==> config.mk <==
export PLATFORM = sky130hd
export DESIGN_NAME = alu_core
export DESIGN_NICKNAME = d
export VERILOG_FILES = /design/src/rtl/alu_pkg.sv /design/src/rtl/alu_core.sv
export SDC_FILE = /design/constraint.sdc
export NUM_CORES = 1
export LEC_CHECK = 0
export CORE_UTILIZATION = 50
export DETAILED_ROUTE_END_ITERATION = 12
export PLACE_DENSITY_LB_ADDON = 0.25
export SLEW_MARGIN = 40
export SYNTH_ARGS = -nofsm -noshare
export SYNTH_HDL_FRONTEND = slang
export SYNTH_SLANG_ARGS = --single-unit
==> constraint.sdc <==
create_clock -name vclk -period 2.2
set_input_delay 0.22 -clock vclk [all_inputs]
set_output_delay 0.22 -clock vclk [all_outputs]
set_load 0.02 [all_outputs]
==> src/rtl/alu_pkg.sv <==
// rtl/alu_pkg.sv - opcode encodings shared by the ALU core, wrapper and bench
package alu_pkg;

    typedef enum logic [2:0] {
        OP_ADD = 3'b000,
        OP_SUB = 3'b001,
        OP_AND = 3'b010,
        OP_OR  = 3'b011,
        OP_XOR = 3'b100,
        OP_NOT = 3'b101,
        OP_SHL = 3'b110,
        OP_SHR = 3'b111
    } alu_op_e;

endpackage

==> src/rtl/alu_core.sv <==
// rtl/alu_core.sv - combinational ALU datapath; carry/overflow exist only with ALU_FLAGS_EN
module alu_core
    import alu_pkg::*;
#(
    parameter int WIDTH = 4
) (
    input  logic [WIDTH-1:0] a,
    input  logic [WIDTH-1:0] b,
    input  logic [2:0]       op,
`ifdef ALU_FLAGS_EN
    output logic             carry,
    output logic             overflow,
`endif
    output logic [WIDTH-1:0] result
);

    // One extra bit on the arithmetic/shift paths holds carry, borrow or the last bit shifted out.
`ifdef ALU_FLAGS_EN
    localparam int XW = WIDTH + 1;
`else
    localparam int XW = WIDTH;
`endif

    alu_op_e       op_e;
    logic [XW-1:0] sum;
    logic [XW-1:0] diff;
    logic [XW-1:0] shl;

    assign op_e = alu_op_e'(op);
    assign sum  = XW'(a) + XW'(b);
    assign diff = XW'(a) - XW'(b);
    assign shl  = XW'(a) << b[1:0];

    always_comb begin
        result = '0;
        case (op_e)
            OP_ADD: result = sum[WIDTH-1:0];
            OP_SUB: result = diff[WIDTH-1:0];
            OP_AND: result = a & b;
            OP_OR:  result = a | b;
            OP_XOR: result = a ^ b;
            OP_NOT: result = ~a;
            OP_SHL: result = shl[WIDTH-1:0];
            OP_SHR: result = a >> b[1:0];
        endcase
    end

`ifdef ALU_FLAGS_EN
    always_comb begin
        carry    = 1'b0;
        overflow = 1'b0;
        case (op_e)
            OP_ADD: begin
                carry    = sum[WIDTH];
                overflow = (a[WIDTH-1] == b[WIDTH-1]) && (sum[WIDTH-1] != a[WIDTH-1]);
            end
            OP_SUB: begin
                carry    = diff[WIDTH];
                overflow = (a[WIDTH-1] != b[WIDTH-1]) && (diff[WIDTH-1] != a[WIDTH-1]);
            end
            OP_SHL:  carry = shl[WIDTH];
            default: ;
        endcase
    end
`endif

endmodule

After elaboration in Yosys (flattened, before gate mapping)
Cells that the tools add are included.
{ "totals": {"regBits": 0, "in_bits": 11, "output_inout_bits": 4, "wordCells": 17} }
{ "op_classes": {"addsub": 2, "n_eq_ne": 7, "shift": 2, "mux": 1, "bitwise_logic": 4, "n_reduce_logical": 1} }
{ "ops": {"columns": ["operator", "count"], "rows": [
  ["4-bit case mux with 8 select lines", 1],
  ["3-bit == test, second input constant", 4],
  ["3-bit by 2-bit == test with 1-bit output, second input constant", 2],
  ["4-bit adder", 1],
  ["4-bit bitwise AND", 1],
  ["4-bit NOT", 1],
  ["4-bit bitwise OR", 1],
  ["4-bit by 2-bit << shifter with 4-bit output", 1],
  ["4-bit by 2-bit >> shifter with 4-bit output", 1],
  ["4-bit subtractor", 1],
  ["4-bit bitwise XOR", 1],
  ["3-bit by 1-bit == test with 1-bit output, second input constant", 1],
  ["3-bit zero test", 1]
]} }

Depth between registers and ports, before layout
{ "logic_depth": {"ltp_word": 2, "ltp_mapped": 10, "mapped_depth_nobuf": 9} }

Least setup slack after synthesis
No wires, ideal clock.
{ "synth_path": {"path_kind": "input port to output port", "start": "input op[1]", "end": "output result[3]", "arrival_time_ps": 2040, "required_ps": 1980, "path_slack_ps": -60, "stages": 10, "n_path_buf": 1, "path_cell_list": "buf_2 or3b_4 nor2_1 a21o_1 inv_1 ha_1 nor2b_1 o21ai_0 a2111o_1 nand4_1"} }
{ "synth_via": {"elab_chain_len": 2} }
{ "synth_lines": {"columns": ["item", "line", "rtl"], "rows": [
  ["start: declaration", "alu_core.sv:9", "input logic [2:0] op,"],
  ["3-bit == test (tied with other cells)", "alu_core.sv:36", "case (op_e)"],
  ["4-bit case mux with 8 select lines (*)", "alu_core.sv:36", null],
  ["end: declaration", "alu_core.sv:14", "output logic [WIDTH-1:0] result"]
]} }
Mark *: on every way between the ends. The rest lies on a longest branch, timed or not.

Worst setup path after layout
Ends and elaborated chain as after synthesis.

==> flow_summary.yaml <==
floorplan:
  initial_core_util_pct: 54.69
  die_h_um: 40.20
  rows: 13
  die_area_um2: 1616
  ioPinCount: 15
  die_x_um: 40.20
  core_area_um2: 1334
final_layout:
  seq_area_um2: 0
  num-clock-buffers: 0
  final_cell_mix: "buf_4, ha_1, inv_1"
  final_cell_area_um2: 1086
  layout_commonest_cell: "buf_4"
  fin_util_pct: 81.43
  seq_cells: 0
  drive_gt1_share_pct: 35.34
  nNetsFinal: 160
  antennaDiodeCount: 0
  area_growth_pct: 48.88
global_route:
  antenna_found_initial: 0
  first_global_vias: 797
  grt_max_degree: 23
  overflow: 0
  grt_pass1_wl_um: 3236
  track_usage_pct: 29.30
placement:
  hpwl_um: 1487
  placed_cell_area_um2: 1002
  io_buffers: 15
  gp_congestion: 0.8289
synthesis:
  yosysSeqAreaShare_pct: 0
  synthCells: 101
  synth_area_leaders: "ha_1, mux2i_1, inv_1"
  yosys.area.top_type: "ha_1"
  synthesis.area_um2: 729.5
  netlist.area_leader.share_pct: 22.30
  syn-num-nets: 126
  syn_area_per_cell_um2: 7.222
  synth_cell_types: 37
  yosysWarnings: 0
clock_network:
  cts_hold_buf: 0
detailed_routing:
  dr.first_iter.drc_count: 7
  drc: 0
  avgViaCountPerCell: 5.899
  firstDrtPassIters: 4
  ant_nets: 0
  wl_per_cell_um: 15.54
  num_vias: 873
  wirelength_um: 2300
outcome:
  outcome: "finished, violations left"
  violations: "negative setup slack"
setup_path:
  crit_type: "input port to output pin"
  startpoint_type: "input port"
  worstSetupEndpointType: "output pin"
  cp_max_fo: 4
  required_ns: 1.98
  critPathArrivalTime_ns: 2.16
sta:
  worst_pin_slew_ns: 0.3979
  timing.hold.ws_ns: 1.035
  fin_ws_ns: -0.1754
  post-route-period-util_pct: 108.0
  maxSlewHeadroom_pct: 73.39
  period_minus_slack_ns: 2.375
  rsz0062_at_grt: "yes"
  hold_viol: 0
  slew_violations: 0
  fin_tns_setup_ns: -0.3348
  fmax_ghz: 0.4210
  setup_violations: 3
hold_path:
  hp-class: "input port to output pin"
power_and_ir_drop:
  p_leak_uw: 0.0005302
  powerDensity_nw_per_um2: 245.5
  irDropWorstVdd_v: 0.0001723
run:
  maxCapViolCount: 0
## worst paths after layout
kind	start	end	slack (ns)	cells after the start
setup / recovery	op[1]	result[3]	-0.18	11
hold / removal	op[2]	result[3]	1.04	5
## per-layer routing
layer,GRT usage [%],vias to the layer above,part of all wire (%)
li1,-,424,-
met1,34.43,426,45
met2,56.05,19,52
met3,2.222,4,1.8
met4,7.500,0,1.1
met5,0,-,0
## what timing repair did
item                       4_1_cts  5_1_grt
setup buffers                    4        1
setup endpoints to repair        4        4
resized for setup               50        6
pin swaps                       12        7
## cells by family after synthesis
logic type,count (synthesis),synth area share [%]
xor+xnor,3,3.603
fa+ha+maj,14,25.04
buf+inv,21,12.52
compound gates,27,25.39
mux,6,8.234
simple gates,30,25.21
## final cells by class
cell class                 instances  area, um^2
multi-input combinational         80       685.7
timing repair buffer              39       329.1
fill                              89       247.7
inverter                          14       52.55
tap                               15       18.77
## stage by stage
step / setup WS, ns / total power [uW] / cells
global placement: -0.8570 / 215.6 / 143
floorplan: -0.01186 / 128.8 / 101
detailed placement: -0.9026 / 221.9 / 143
finish: -0.1754 / 266.7 / 148
global route: -0.2014 / 285.4 / 148
CTS: -0.1023 / 254.4 / 147
## power by group
group	switching (uW)	total (uW)	internal, uW
registers	0	0	0
clock network	0	0	0
logic	129	267	138
total	129	267	138
## worst max-delay path, cell delays in order
cell,delay (ns)
buf_6,0.09
or3b_4,0.42
nor2_4,0.12
a21o_1,0.13
inv_1,0.06
ha_1,0.28
nor2b_4,0.14
o21ai_2,0.08
a2111o_1,0.37
nand4_1,0.10
buf_4,0.14
## Yosys cell counts, drive strengths merged
master / number
xnor2: 2
nand3: 1
or2b: 1
or3: 1
clkbuf: 2
o22ai: 2
or3b: 1
mux2i: 6
buf: 5
o21ai: 6
nand4: 1
a211o: 1
a311oi: 1
fa: 1
o32ai: 1
nor2b: 1
nor3: 1
xor2: 1
nand2b: 6
nor2: 9
ha: 13
inv: 14
nand2: 1
a21o: 2
or2: 1
a21oi: 5
a2111o: 1
and3: 1
o31ai: 1
nand3b: 2
o2111ai: 4
a211oi: 1
o221ai: 1
a31oi: 1
nand4bb: 1
and2: 2
Power figures use the tool's default switching activity.
